**src/rtl/csr_console_pkg.sv**
```systemverilog
// Shared definitions for the console-output CSR: address, write-word fields,
// status-word fields and the sequencer state encoding.
package csr_console_pkg;

    localparam logic [11:0] CSR_CONSOLE_ADR = 12'h0FF;

    localparam int WB_START    = 11;
    localparam int WB_CHAR_MSB = 10;
    localparam int WB_CHAR_LSB = 3;
    localparam int WB_STOP     = 2;
    localparam int WB_EXIT     = 1;
    localparam int WB_FAIL     = 0;

    localparam int SB_ONE       = 2;
    localparam int SB_FULL      = 12;
    localparam int SB_EMPTY     = 13;
    localparam int SB_OVF       = 14;
    localparam int SB_EXIT      = 15;
    localparam int SB_COUNT_LSB = 16;
    localparam int SB_COUNT_MSB = 23;

    typedef enum logic [1:0] {
        ST_IDLE = 2'd0,
        ST_SEND = 2'd1,
        ST_GAP  = 2'd2,
        ST_DONE = 2'd3
    } con_state_e;

    function automatic logic [63:0] status_word(input logic       full,
                                                input logic       empty,
                                                input logic       ovf,
                                                input logic       exit_pend,
                                                input logic [7:0] count);
        logic [63:0] word_v;
        word_v                             = 64'd0;
        word_v[SB_ONE]                     = 1'b1;
        word_v[SB_FULL]                    = full;
        word_v[SB_EMPTY]                   = empty;
        word_v[SB_OVF]                     = ovf;
        word_v[SB_EXIT]                    = exit_pend;
        word_v[SB_COUNT_MSB:SB_COUNT_LSB]  = count;
        return word_v;
    endfunction

endpackage

```
**src/rtl/console_fifo.sv**
```systemverilog
// DEPTH x 8 character FIFO; a push into a full FIFO is accepted only when a
// pop happens in the same cycle.
module console_fifo #(
    parameter int DEPTH = 8,
    localparam int AW = (DEPTH > 1) ? $clog2(DEPTH) : 1,
    localparam int CW = $clog2(DEPTH + 1)
) (
    input  logic          clk_i,
    input  logic          reset_i,
    input  logic          push_i,
    input  logic [7:0]    data_i,
    input  logic          pop_i,
    output logic [7:0]    head_o,
    output logic          full_o,
    output logic          empty_o,
    output logic [CW-1:0] count_o
);

    localparam logic [AW-1:0] PTR_ONE = AW'(1);

    logic [7:0]    mem_r [DEPTH];
    logic [AW-1:0] wr_ptr_r;
    logic [AW-1:0] rd_ptr_r;
    logic [CW-1:0] count_r;
    logic          push_ok_s;
    logic          pop_ok_s;

    assign full_o    = (count_r == CW'(DEPTH));
    assign empty_o   = (count_r == CW'(0));
    assign count_o   = count_r;
    assign head_o    = mem_r[rd_ptr_r];
    assign push_ok_s = push_i & (~full_o | pop_i);
    assign pop_ok_s  = pop_i & ~empty_o;

    // Pointer and occupancy tracking.
    always_ff @(posedge clk_i) begin
        if (reset_i) begin
            wr_ptr_r <= '0;
            rd_ptr_r <= '0;
            count_r  <= '0;
        end else begin
            if (push_ok_s) wr_ptr_r <= wr_ptr_r + PTR_ONE;
            if (pop_ok_s)  rd_ptr_r <= rd_ptr_r + PTR_ONE;
            count_r <= count_r + CW'(push_ok_s) - CW'(pop_ok_s);
        end
    end

    // Character storage; contents need no reset since the pointers gate them.
    always_ff @(posedge clk_i) begin
        if (push_ok_s) mem_r[wr_ptr_r] <= data_i;
    end

endmodule

```
**src/rtl/csr_console_tx.sv**
```systemverilog
// Console-output CSR at 0x0FF: queues characters and exit requests, then
// paces them out to a valid/ready character sink and pulses halt when drained.
module csr_console_tx
    import csr_console_pkg::*;
#(
    parameter int DEPTH = 8,
    parameter int GAP   = 4
) (
    input  logic        clk_i,
    input  logic        reset_i,
    input  logic [11:0] cadr_i,
    output logic        cvalid_o,
    output logic [63:0] cdat_o,
    input  logic [63:0] cdat_i,
    input  logic        coe_i,
    input  logic        cwe_i,
    output logic [7:0]  char_o,
    output logic        char_valid_o,
    input  logic        char_ready_i,
    output logic        halt_o,
    output logic        fail_o
);

    localparam int CW = $clog2(DEPTH + 1);
    localparam int GW = (GAP > 0) ? $clog2(GAP + 1) : 1;
    localparam logic [GW-1:0] GAP_LOAD = GW'(GAP);
    localparam logic [GW-1:0] GAP_ONE  = GW'(1);

    con_state_e    state_r, state_nxt_s;
    logic [GW-1:0] gap_r, gap_nxt_s;
    logic          ovf_r, exit_pend_r, fail_pend_r;
    logic [7:0]    char_r;
    logic          char_valid_r, halt_r, fail_r;

    logic          wr_s, rd_clr_s, push_s, pop_s, drop_s, exit_wr_s;
    logic          full_s, empty_s;
    logic [7:0]    head_s;
    logic [CW-1:0] count_s;
    logic [15:0]   count_ext_s;
    logic          ctl_unused_s;

    assign cvalid_o     = (cadr_i == CSR_CONSOLE_ADR);
    assign wr_s         = cvalid_o & cwe_i;
    assign rd_clr_s     = cvalid_o & coe_i & ~cwe_i;
    assign push_s       = wr_s & cdat_i[WB_START] & ~cdat_i[WB_STOP];
    assign exit_wr_s    = wr_s & cdat_i[WB_EXIT];
    assign drop_s       = push_s & full_s & ~pop_s;
    assign count_ext_s  = 16'(count_s);
    assign ctl_unused_s = ^{cdat_i[63:12], count_ext_s[15:8]};

    assign char_o       = char_r;
    assign char_valid_o = char_valid_r;
    assign halt_o       = halt_r;
    assign fail_o       = fail_r;

    console_fifo #(.DEPTH(DEPTH)) u_fifo (
        .clk_i   (clk_i),
        .reset_i (reset_i),
        .push_i  (push_s),
        .data_i  (cdat_i[WB_CHAR_MSB:WB_CHAR_LSB]),
        .pop_i   (pop_s),
        .head_o  (head_s),
        .full_o  (full_s),
        .empty_o (empty_s),
        .count_o (count_s)
    );

    // Status read-back, visible in the same cycle as the address.
    always_comb begin
        cdat_o = 64'd0;
        if (cvalid_o) begin
            cdat_o = status_word(full_s, empty_s, ovf_r, exit_pend_r, count_ext_s[7:0]);
        end else begin
            cdat_o = 64'd0;
        end
    end

    // Sequencer next-state; DONE waits out a same-cycle push so halt follows every char.
    always_comb begin
        state_nxt_s = state_r;
        gap_nxt_s   = gap_r;
        pop_s       = 1'b0;
        case (state_r)
            ST_IDLE: begin
                if (!empty_s) begin
                    state_nxt_s = ST_SEND;
                end else if (exit_pend_r && !push_s) begin
                    state_nxt_s = ST_DONE;
                end else begin
                    state_nxt_s = ST_IDLE;
                end
            end
            ST_SEND: begin
                if (char_ready_i) begin
                    pop_s     = 1'b1;
                    gap_nxt_s = GAP_LOAD;
                    if (GAP > 0) begin
                        state_nxt_s = ST_GAP;
                    end else begin
                        state_nxt_s = ST_IDLE;
                    end
                end else begin
                    state_nxt_s = ST_SEND;
                end
            end
            ST_GAP: begin
                gap_nxt_s = gap_r - GAP_ONE;
                if (gap_r <= GAP_ONE) begin
                    state_nxt_s = ST_IDLE;
                end else begin
                    state_nxt_s = ST_GAP;
                end
            end
            ST_DONE: begin
                state_nxt_s = ST_IDLE;
            end
            default: begin
                state_nxt_s = ST_IDLE;
            end
        endcase
    end

    // Sequencer state and registered sink/halt outputs.
    always_ff @(posedge clk_i) begin
        if (reset_i) begin
            state_r      <= ST_IDLE;
            gap_r        <= '0;
            char_r       <= 8'd0;
            char_valid_r <= 1'b0;
            halt_r       <= 1'b0;
            fail_r       <= 1'b0;
        end else begin
            state_r      <= state_nxt_s;
            gap_r        <= gap_nxt_s;
            char_valid_r <= (state_nxt_s == ST_SEND);
            halt_r       <= (state_nxt_s == ST_DONE);
            fail_r       <= (state_nxt_s == ST_DONE) &
                            (fail_pend_r | (exit_wr_s & cdat_i[WB_FAIL]));
            if ((state_r == ST_IDLE) && (state_nxt_s == ST_SEND)) begin
                char_r <= head_s;
            end
        end
    end

    // Sticky overflow and pending exit/fail flags.
    always_ff @(posedge clk_i) begin
        if (reset_i) begin
            ovf_r       <= 1'b0;
            exit_pend_r <= 1'b0;
            fail_pend_r <= 1'b0;
        end else begin
            if (drop_s) begin
                ovf_r <= 1'b1;
            end else if (rd_clr_s) begin
                ovf_r <= 1'b0;
            end
            if (exit_wr_s) begin
                exit_pend_r <= 1'b1;
                fail_pend_r <= ((state_r == ST_DONE) ? 1'b0 : fail_pend_r) | cdat_i[WB_FAIL];
            end else if (state_r == ST_DONE) begin
                exit_pend_r <= 1'b0;
                fail_pend_r <= 1'b0;
            end
        end
    end

endmodule

```
**config.mk**
```make
export PLATFORM = sky130hd
export DESIGN_NAME = csr_console_tx
export DESIGN_NICKNAME = d
export VERILOG_FILES = /design/src/rtl/csr_console_pkg.sv /design/src/rtl/console_fifo.sv /design/src/rtl/csr_console_tx.sv
export SDC_FILE = /design/constraint.sdc
export NUM_CORES = 1
export LEC_CHECK = 0
export ABC_AREA = 1
export CAP_MARGIN = 20
export CORE_UTILIZATION = 47
export CTS_BUF_LIST = sky130_fd_sc_hd__clkbuf_4 sky130_fd_sc_hd__clkbuf_8
export DETAILED_ROUTE_END_ITERATION = 16
export PLACE_DENSITY_LB_ADDON = 0.25
export SYNTH_ARGS = -nofsm -noshare
export SYNTH_HDL_FRONTEND = slang
export SYNTH_SLANG_ARGS = --single-unit
```
**constraint.sdc**
```tcl
create_clock -name clk_i -period 2.7 [get_ports clk_i]
set_clock_uncertainty 0.15 [all_clocks]
set_input_delay 0.405 -clock clk_i [delete_from_list [all_inputs] [get_ports clk_i]]
set_output_delay 0.405 -clock clk_i [all_outputs]
set_load 0.03 [all_outputs]
```
==> results.json <==
{
  "drv_slew": 0,
  "synth_top_family_by_area": "simple AND/OR/NAND/NOR gates",
  "ys_ff_latch": 93,
  "crit_type": "primary input to output port",
  "final_cell_mix": "nand2_1, nand3_1, edfxtp_1",
  "die_h_um": 99.0,
  "synthAdderAreaFrac_pct": 3.00,
  "synth_compound_area_share_pct": 2.80,
  "cts-root-buf": "clkbuf_8",
  "synth_warnings": 0,
  "finalSetupViolations": 0,
  "cts_num_sinks": 93,
  "cts_resized": 0,
  "worst_pin_slew_ns": 0.660,
  "rr_worst_depth": 13,
  "drive_gt1_share_pct": 10.6,
  "routabilityCongestion": 0.773,
  "postCtsHoldBufs": 0,
  "ys_types": 28,
  "synthSimpleGateAreaFrac_pct": 22.9,
  "cts.clk_slew.worst_paths_ns": 0.09,
  "critPathLaunchType": "primary input",
  "critPathCaptureType": "output port",
  "grt_pass1_wl_um": 13000,
  "whs_path_depth": 2,
  "crit_required_ns": 2.14,
  "fmax_ghz": 0.394,
  "nets": 636,
  "place_inst": 645,
  "pwr_density_cell_nw_per_um2": 508,
  "layout_commonest_cell": "nand2_1",
  "post_cts_buffers": 0,
  "post_drt_wl_per_cell_um": 12.2,
  "clock_latency_ns": 0.36,
  "drt_first_pass_iters": 4,
  "synth_top_cell_area_share_pct": 43.4,
  "hold_start": "fail_pend_r",
  "portBuffers": 49,
  "initial_core_util_pct": 48.1,
  "synth_ff_type": "edfxtp_1",
  "crit_fanout": 2,
  "ys_seq_area_share_pct": 56.6,
  "synth_mux_area_share_pct": 0,
  "timing.rr.end": "u_fifo.count_o[3]",
  "viasPerCell": 4.69,
  "max_slew_margin_pct": 56.0,
  "rsz0062_at_grt": "false",
  "status": "completed",
  "grt_overflow": 0,
  "syn_area_um2": 4420,
  "antenna_found_initial": 0,
  "finalCriticalPeriod_ns": 2.54,
  "clockBufferDepth": 2,
  "drv_cap": 0,
  "synthTopCellsByArea": "edfxtp_1, dfxtp_1, buf_4",
  "num_antenna_cells": 0,
  "avgSynthCellArea_um2": 9.26,
  "cts_buffers": 9,
  "irDropWorstVdd_mv": 0.279,
  "final.setup.tns_ns": 0,
  "syn_to_final_growth_pct": 15.6,
  "num_io_pins": 157,
  "rrSetupSlack_ns": 0.35,
  "async_flop_share_pct": 0,
  "hold_end": "fail_o",
  "netlist_instances": 478,
  "synth_edf_count": 64,
  "die_w_um": 99.0,
  "multiInputGateArea_um2": 1490,
  "die_area_um2": 9800,
  "hold_viol": 0,
  "grt.total_usage_pct": 17.5,
  "route.vias.total": 3097,
  "grt_pass1_vias": 2742,
  "instances_no_fill": 660,
  "p_leak_nw": 2.11,
  "drc_errors": 0,
  "seqCellArea_um2": 2500,
  "rr_startpoint": "u_fifo.count_o[2]",
  "num_rows": 35,
  "core_area_um2": 9200,
  "cts_max_level": 3,
  "cts_tree": "yes",
  "dp_hpwl_um": 5640,
  "synth-xor-area-share_pct": 0.198,
  "wirelength_um": 8060,
  "hold_slack_ns": 0.302,
  "grt_max_degree": 36,
  "fill_cells": 787,
  "critPathArrivalTime_ns": 1.98,
  "synth_top_area_cell": "edfxtp_1",
  "drt_iter0_drc": 133,
  "drtAntennaViolNets": 0,
  "hold_class": "flop to flop",
  "min_period_over_period_pct": 94.0
}
==> Yosys cell counts (all sizes together) (3+ instances only) <==
cell,n
dfxtp,29
nor2,57
ha,9
buf,64
a21oi,11
nand3,65
nor3,3
nand2,112
edfxtp,64
inv,41
clkbuf,6
o21ai,8
==> flip-flops by register name (all words and copies together), names as in the netlist <==
register	count
fail_pend_r	1
u_fifo.mem_r	64
u_fifo.wr_ptr_r	3
exit_pend_r	1
gap_r	3
state_r	2
char_o	8
fail_o	1
char_valid_o	1
u_fifo.count_o	4
ovf_r	1
halt_o	1
u_fifo.rd_ptr_r	3
==> cell type report <==
class,count,area share [%]
Clock buffer,9,2.42
Clock inverter,6,1.25
Inverter,42,3.08
Multi-Input combinational cell,327,29.1
Sequential cell,93,48.9
Tap cell,111,2.71
Timing Repair Buffer,72,12.6
==> where the power goes <==
group / internal (mW) / switching, mW / total, mW
sequential: 1.52 / 0.00101 / 1.52
clock: 0.422 / 0.475 / 0.897
combinational: 0.0450 / 0.135 / 0.181
==> how the worst max path moves through the flow <==
stage	from	to	slack, ns	cells after the start
after CTS	cadr_i[7]	cvalid_o	0.16	8
after detailed placement	char_ready_i	u_fifo.count_o[2]	0.06	12
after floorplan	u_fifo.count_o[2]	u_fifo.count_o[2]	0.48	12
after global placement	char_ready_i	u_fifo.count_o[2]	0.08	12
final	cadr_i[7]	cvalid_o	0.16	8
after global routing	cadr_i[7]	cdat_o[2]	0.05	8
==> kinds of logic (layout without fill, tap and decap cells) <==
family / after synthesis / in the layout
AOI/OAI and AO/OA: 23 / 23
xor gates and xnor gates: 1 / 1
adders and majority gates: 10 / 10
buffers and inverters: 112 / 129
DFF: 93 / 93
other: 1 / 55
and+or+nand+nor: 238 / 238
==> worst max-delay path: stages <==
cell             delay (ns)
clkdlybuf4s50_1        0.46
nand2_1                0.05
inv_1                  0.04
nand2_1                0.05
nor2_2                 0.12
nand2_1                0.10
inv_1                  0.08
clkdlybuf4s50_1        0.67
==> routing by layer <==
metal / vias to the layer above / global-route usage [%] / wire length [µm]
met1: 1397 / 22.9 / 3660
met4: 0 / 7.46 / 123
met2: 104 / 28.7 / 3850
met3: 12 / 3.33 / 430
li1: 1584 / - / -
met5: - / 0 / 0
==> stage by stage <==
step / worst slack (ns) / cell area [µm²] / util (%) / power (mW)
detailed placement: 0.0623 / 4930 / 53.6 / 1.73
finish: 0.163 / 5120 / 55.6 / 2.60
global placement: 0.0807 / 4930 / 53.6 / 1.73
CTS: 0.162 / 5120 / 55.6 / 2.61
global route: 0.0473 / 5120 / 55.6 / 2.68
floorplan: 0.480 / 4630 / - / 1.74
Power figures use the tool's default switching activity.
